===== src/rtl/serial_adder.sv =====
// Bit-serial N-bit adder: one full-adder step per clock, LSB first.
// Result (z, c, v) is registered and only updated on completion, with a
// one-cycle done pulse marking the new value.
module serial_adder #(
    parameter int unsigned N = 4
) (
    input  logic         clk,
    input  logic         rst,
    input  logic         start,
    input  logic [N-1:0] x,
    input  logic [N-1:0] y,
    input  logic         cIn,
    output logic [N-1:0] z,
    output logic         c,
    output logic         v,
    output logic         busy,
    output logic         done
);

    localparam int unsigned CntW = $clog2(N + 1);

    localparam logic [1:0] IDLE = 2'd0;
    localparam logic [1:0] RUN  = 2'd1;
    localparam logic [1:0] DONE = 2'd2;

    localparam logic [CntW-1:0] LastBit = CntW'(N - 1);

    logic [1:0]      state;
    logic [1:0]      stateNext;
    logic [N-1:0]    xReg;
    logic [N-1:0]    yReg;
    logic [N-1:0]    sumReg;
    logic            carryReg;
    logic [CntW-1:0] count;

    logic            sumBit;
    logic            carryOut;
    logic            lastStep;

    // Full-adder step on the current operand LSBs and carry
    always_comb begin
        sumBit   = xReg[0] ^ yReg[0] ^ carryReg;
        carryOut = (xReg[0] & yReg[0]) | (carryReg & (xReg[0] ^ yReg[0]));
        lastStep = (count == LastBit);
    end

    // Next-state decode: IDLE -> RUN on start, RUN -> DONE after bit N-1, DONE -> IDLE
    always_comb begin
        stateNext = state;
        case (state)
            IDLE:    if (start) stateNext = RUN;
            RUN:     if (lastStep) stateNext = DONE;
            DONE:    stateNext = IDLE;
            default: stateNext = IDLE;
        endcase
    end

    // State register
    always_ff @(posedge clk or posedge rst) begin
        if (rst) begin
            state <= IDLE;
        end else begin
            state <= stateNext;
        end
    end

    // Operand/carry/sum shift registers and the bit counter
    always_ff @(posedge clk or posedge rst) begin
        if (rst) begin
            xReg     <= '0;
            yReg     <= '0;
            sumReg   <= '0;
            carryReg <= 1'b0;
            count    <= '0;
        end else if (state == IDLE && start) begin
            xReg     <= x;
            yReg     <= y;
            sumReg   <= '0;
            carryReg <= cIn;
            count    <= '0;
        end else if (state == RUN) begin
            xReg     <= xReg >> 1;
            yReg     <= yReg >> 1;
            sumReg   <= {sumBit, sumReg[N-1:1]};
            carryReg <= carryOut;
            // Counter stops at N, so it never wraps within an operation
            count    <= count + 1'b1;
        end
    end

    // Result registers: loaded only on the final step so partial sums never show
    always_ff @(posedge clk or posedge rst) begin
        if (rst) begin
            z <= '0;
            c <= 1'b0;
            v <= 1'b0;
        end else if (state == RUN && lastStep) begin
            z <= {sumBit, sumReg[N-1:1]};
            c <= carryOut;
            // carryReg here is the carry into bit N-1
            v <= carryReg ^ carryOut;
        end
    end

    // Status outputs decoded from the state; cleared at once by the async reset
    always_comb begin
        busy = (state == RUN);
        done = (state == DONE);
    end

endmodule


===== config.mk =====
export PLATFORM = sky130hd
export DESIGN_NAME = serial_adder
export DESIGN_NICKNAME = d
export VERILOG_FILES = /design/src/rtl/serial_adder.sv
export SDC_FILE = /design/constraint.sdc
export NUM_CORES = 1
export LEC_CHECK = 0
export BUFFER_PORTS_ARGS = -buffer_cell sky130_fd_sc_hd__buf_2
export CAP_MARGIN = 20
export CORE_ASPECT_RATIO = 1.4
export CORE_MARGIN = 1
export CORE_UTILIZATION = 40
export CTS_BUF_LIST = sky130_fd_sc_hd__clkbuf_8
export DETAILED_ROUTE_END_ITERATION = 7
export PLACE_DENSITY = 0.62
export SLEW_MARGIN = 25
export SYNTH_ARGS = -nofsm -noshare
export SYNTH_HDL_FRONTEND = slang
export SYNTH_SLANG_ARGS = --single-unit

===== constraint.sdc =====
create_clock -name clk -period 1.45 [get_ports clk]
set_input_delay 0.0725 -clock clk [delete_from_list [all_inputs] [get_ports clk]]
set_output_delay 0.0725 -clock clk [all_outputs]
set_load 0.03 [all_outputs]

==> results_dict.tcl <==
set metrics [dict create \
    gp_congestion 0.702 \
    cts-buffers-inserted 3 \
    port_buffers 19 \
    critPathSlowestCell "dfrtp_1" \
    rsz0062_at_grt "false" \
    max_freq_mhz 724 \
    place_area_um2 1160 \
    vdd_drop_max_mv 1.05 \
    layout_commonest_cell "dfrtp_1" \
    worst_hold_slack_ps 55.0 \
    syn_to_final_growth_pct 20.0 \
    drive_above_1_share_pct 38.2 \
    start_kind "flip-flop" \
    detail_route.wl_per_cell_um 14.1 \
    crit_required_ps 1600 \
    path_class "flip-flop to flip-flop" \
    layout_worst_path_cycle_share_pct 95.2 \
    final_area_um2 1250 \
    cts_tree "done" \
    leakage_nw 0.601 \
    io_pins 20 \
    synth_seq_cells 23 \
    grt_max_degree 24 \
    place_ws_ps -0.580 \
    cts_num_sinks 23 \
    rows 21 \
    setup_viol 0 \
    status "finished, final reports clean" \
    cap_violations 0 \
    dp_hpwl_mm 1.40 \
    min_path_type "primary input to flip-flop" \
    gr-usage-all-layers_pct 17.0 \
    drc_errors 0 \
    setup_slack_ps 68.9 \
    critPathMaxFanout 6 \
    slew_violations 0 \
    most-common-layout-cells "dfrtp_1 (21), buf_2 (18), inv_1 (9)" \
    worst_slew_pin_slew_ps 500 \
    slew_headroom_pct 66.6 \
    vias 722 \
    stdcell_count 144 \
    syn_area_per_cell_um2 12.1 \
    max_stage_delay_ps 410 \
    clk_transition_reported_paths_ps 80 \
    antenna_found_initial 0 \
    ys_warn_count 0 \
    chipHeight_um 62.3 \
    final-hold-violation-count 0 \
    firstDrtPassIters 4 \
    grt_pass1_wl_mm 3.50 \
    clk_latency_ps 260 \
    fin_nets 126 \
    ys_seq_area_share_pct 55.4 \
    worstPathArrival_ps 1530 \
    drtAntennaViolNets 0 \
    powerDensity_nw_per_um2 2360 \
    cts_buffer_depth 2 \
    drtIter0Drc 17 \
    grt_pass1_vias 732 \
    totalWireLength_mm 2.03 \
    syn_area_um2 1040 \
    core_area_um2 2420 \
    start_util_pct 43.0 \
    syn_nets 101 \
    ys_types 24 \
    cp-end-kind "flip-flop" \
    post-place-cells 138 \
    cts_root_buffer "clkbuf_8" \
    postSynthCellCount 86 \
    via_per_inst 5.01 \
    fin_worst_skew_ps 3.65 \
    period_minus_slack_ps 1380 \
    grt_overflow_total 0 \
    antennaDiodeCount 0 \
    htree_levels 1 \
    dieArea_um2 2810 \
    die_w_um 45.1 \
    fin_util_pct 51.6 \
    crit_path_cell_trace "ha_1 > ha_2 > nand3b_4 > mux2_2" \
]
sequential cells by signal, summed over array words and instances (netlist names):
signal	cells
count	3
state	2
v	1
xReg	4
sumReg	3
carryReg	1
z	4
c	1
yReg	4
report_power, final:
group | switching (mW) | total (mW) | internal (mW)
sequential | 0.237 | 1.18 | 0.945
combinational | 0.728 | 1.36 | 0.635
clock | 0.210 | 0.402 | 0.192
total | 1.17 | 2.95 | 1.77
metal layers:
layer	share of wire, %	vias to the layer above	global-route usage (%)
met1	46	351	22.6
met4	1.8	0	7.95
li1	-	350	-
met2	49	17	26.3
met3	2.9	4	2.91
met5	0	-	0
through the flow:
stage	setup TNS [ps]	power (mW)
2_1_floorplan	0	2.18
3_3_place_gp	0	2.45
3_5_place_dp	-0.791	2.49
4_1_cts	0	2.93
5_1_grt	0	3.16
6_report	0	2.95
synth_stat cells, drive strengths merged:
cell type / n / area (µm²)
a21oi: 3 / 15.0
a22o: 4 / 35.0
a2bb2oi: 3 / 26.3
buf: 3 / 30.0
dfrtp: 23 / 576
fa: 1 / 20.0
ha: 2 / 25.0
inv: 10 / 37.5
mux2: 5 / 56.3
nand2: 4 / 15.0
nand2b: 2 / 22.5
nand3b: 1 / 11.3
nor2: 6 / 22.5
nor3: 4 / 20.0
o21ai: 2 / 10.0
o21bai: 1 / 7.51
o22ai: 6 / 37.5
o311ai: 1 / 16.3
o32ai: 3 / 41.3
or2: 1 / 6.26
xnor2: 1 / 8.76
critical path: cells and delay by family (launching register included):
family | cells | cell delay [ps]
adders and majority gates | 2 | 410
and+or+nand+nor | 1 | 110
DFF | 1 | 410
muxes | 1 | 340
timing repair:
item,4_1_cts,5_1_grt
hold endpoints to repair,23,0
cloned,0,0
pin swaps,0,0
setup buffers,0,1
endpoints found under the setup margin,6,7
hold buffers,1,0
resized for setup,2,5
path summary, 6_finish.rpt:
check,end,depth (start not counted),startpoint,slack [ps]
min in group asynchronous,z[2],4,rst,390
min reg2reg,v,2,v,500
max,z[3],4,count[0],70
max reg2reg,z[3],4,count[0],70
max in group asynchronous,state[1],4,rst,810
min,yReg[3],3,y[3],50
area by class of cell:
cell class                 count  area [µm²]
clock buffer                   3        41.3
clock inverter                 1        5.00
fill                         247        1170
inverter                      10        37.5
multi-input combinational     50         413
sequential                    23         578
tap                           34        42.5
timing repair buffer          23         130
cells by family after synthesis:
group | after synthesis | share of synthesized area (%)
AO/OA/AOI/OAI | 23 | 18.2
flip-flops | 23 | 55.4
AND/OR/NAND/NOR | 18 | 9.39
buffers and inverters | 13 | 6.50
multiplexers | 5 | 5.41
adder cells (fa/ha/maj) | 3 | 4.33
XOR/XNOR | 1 | 0.843
Note: power is estimated with default switching activity, not from simulation.
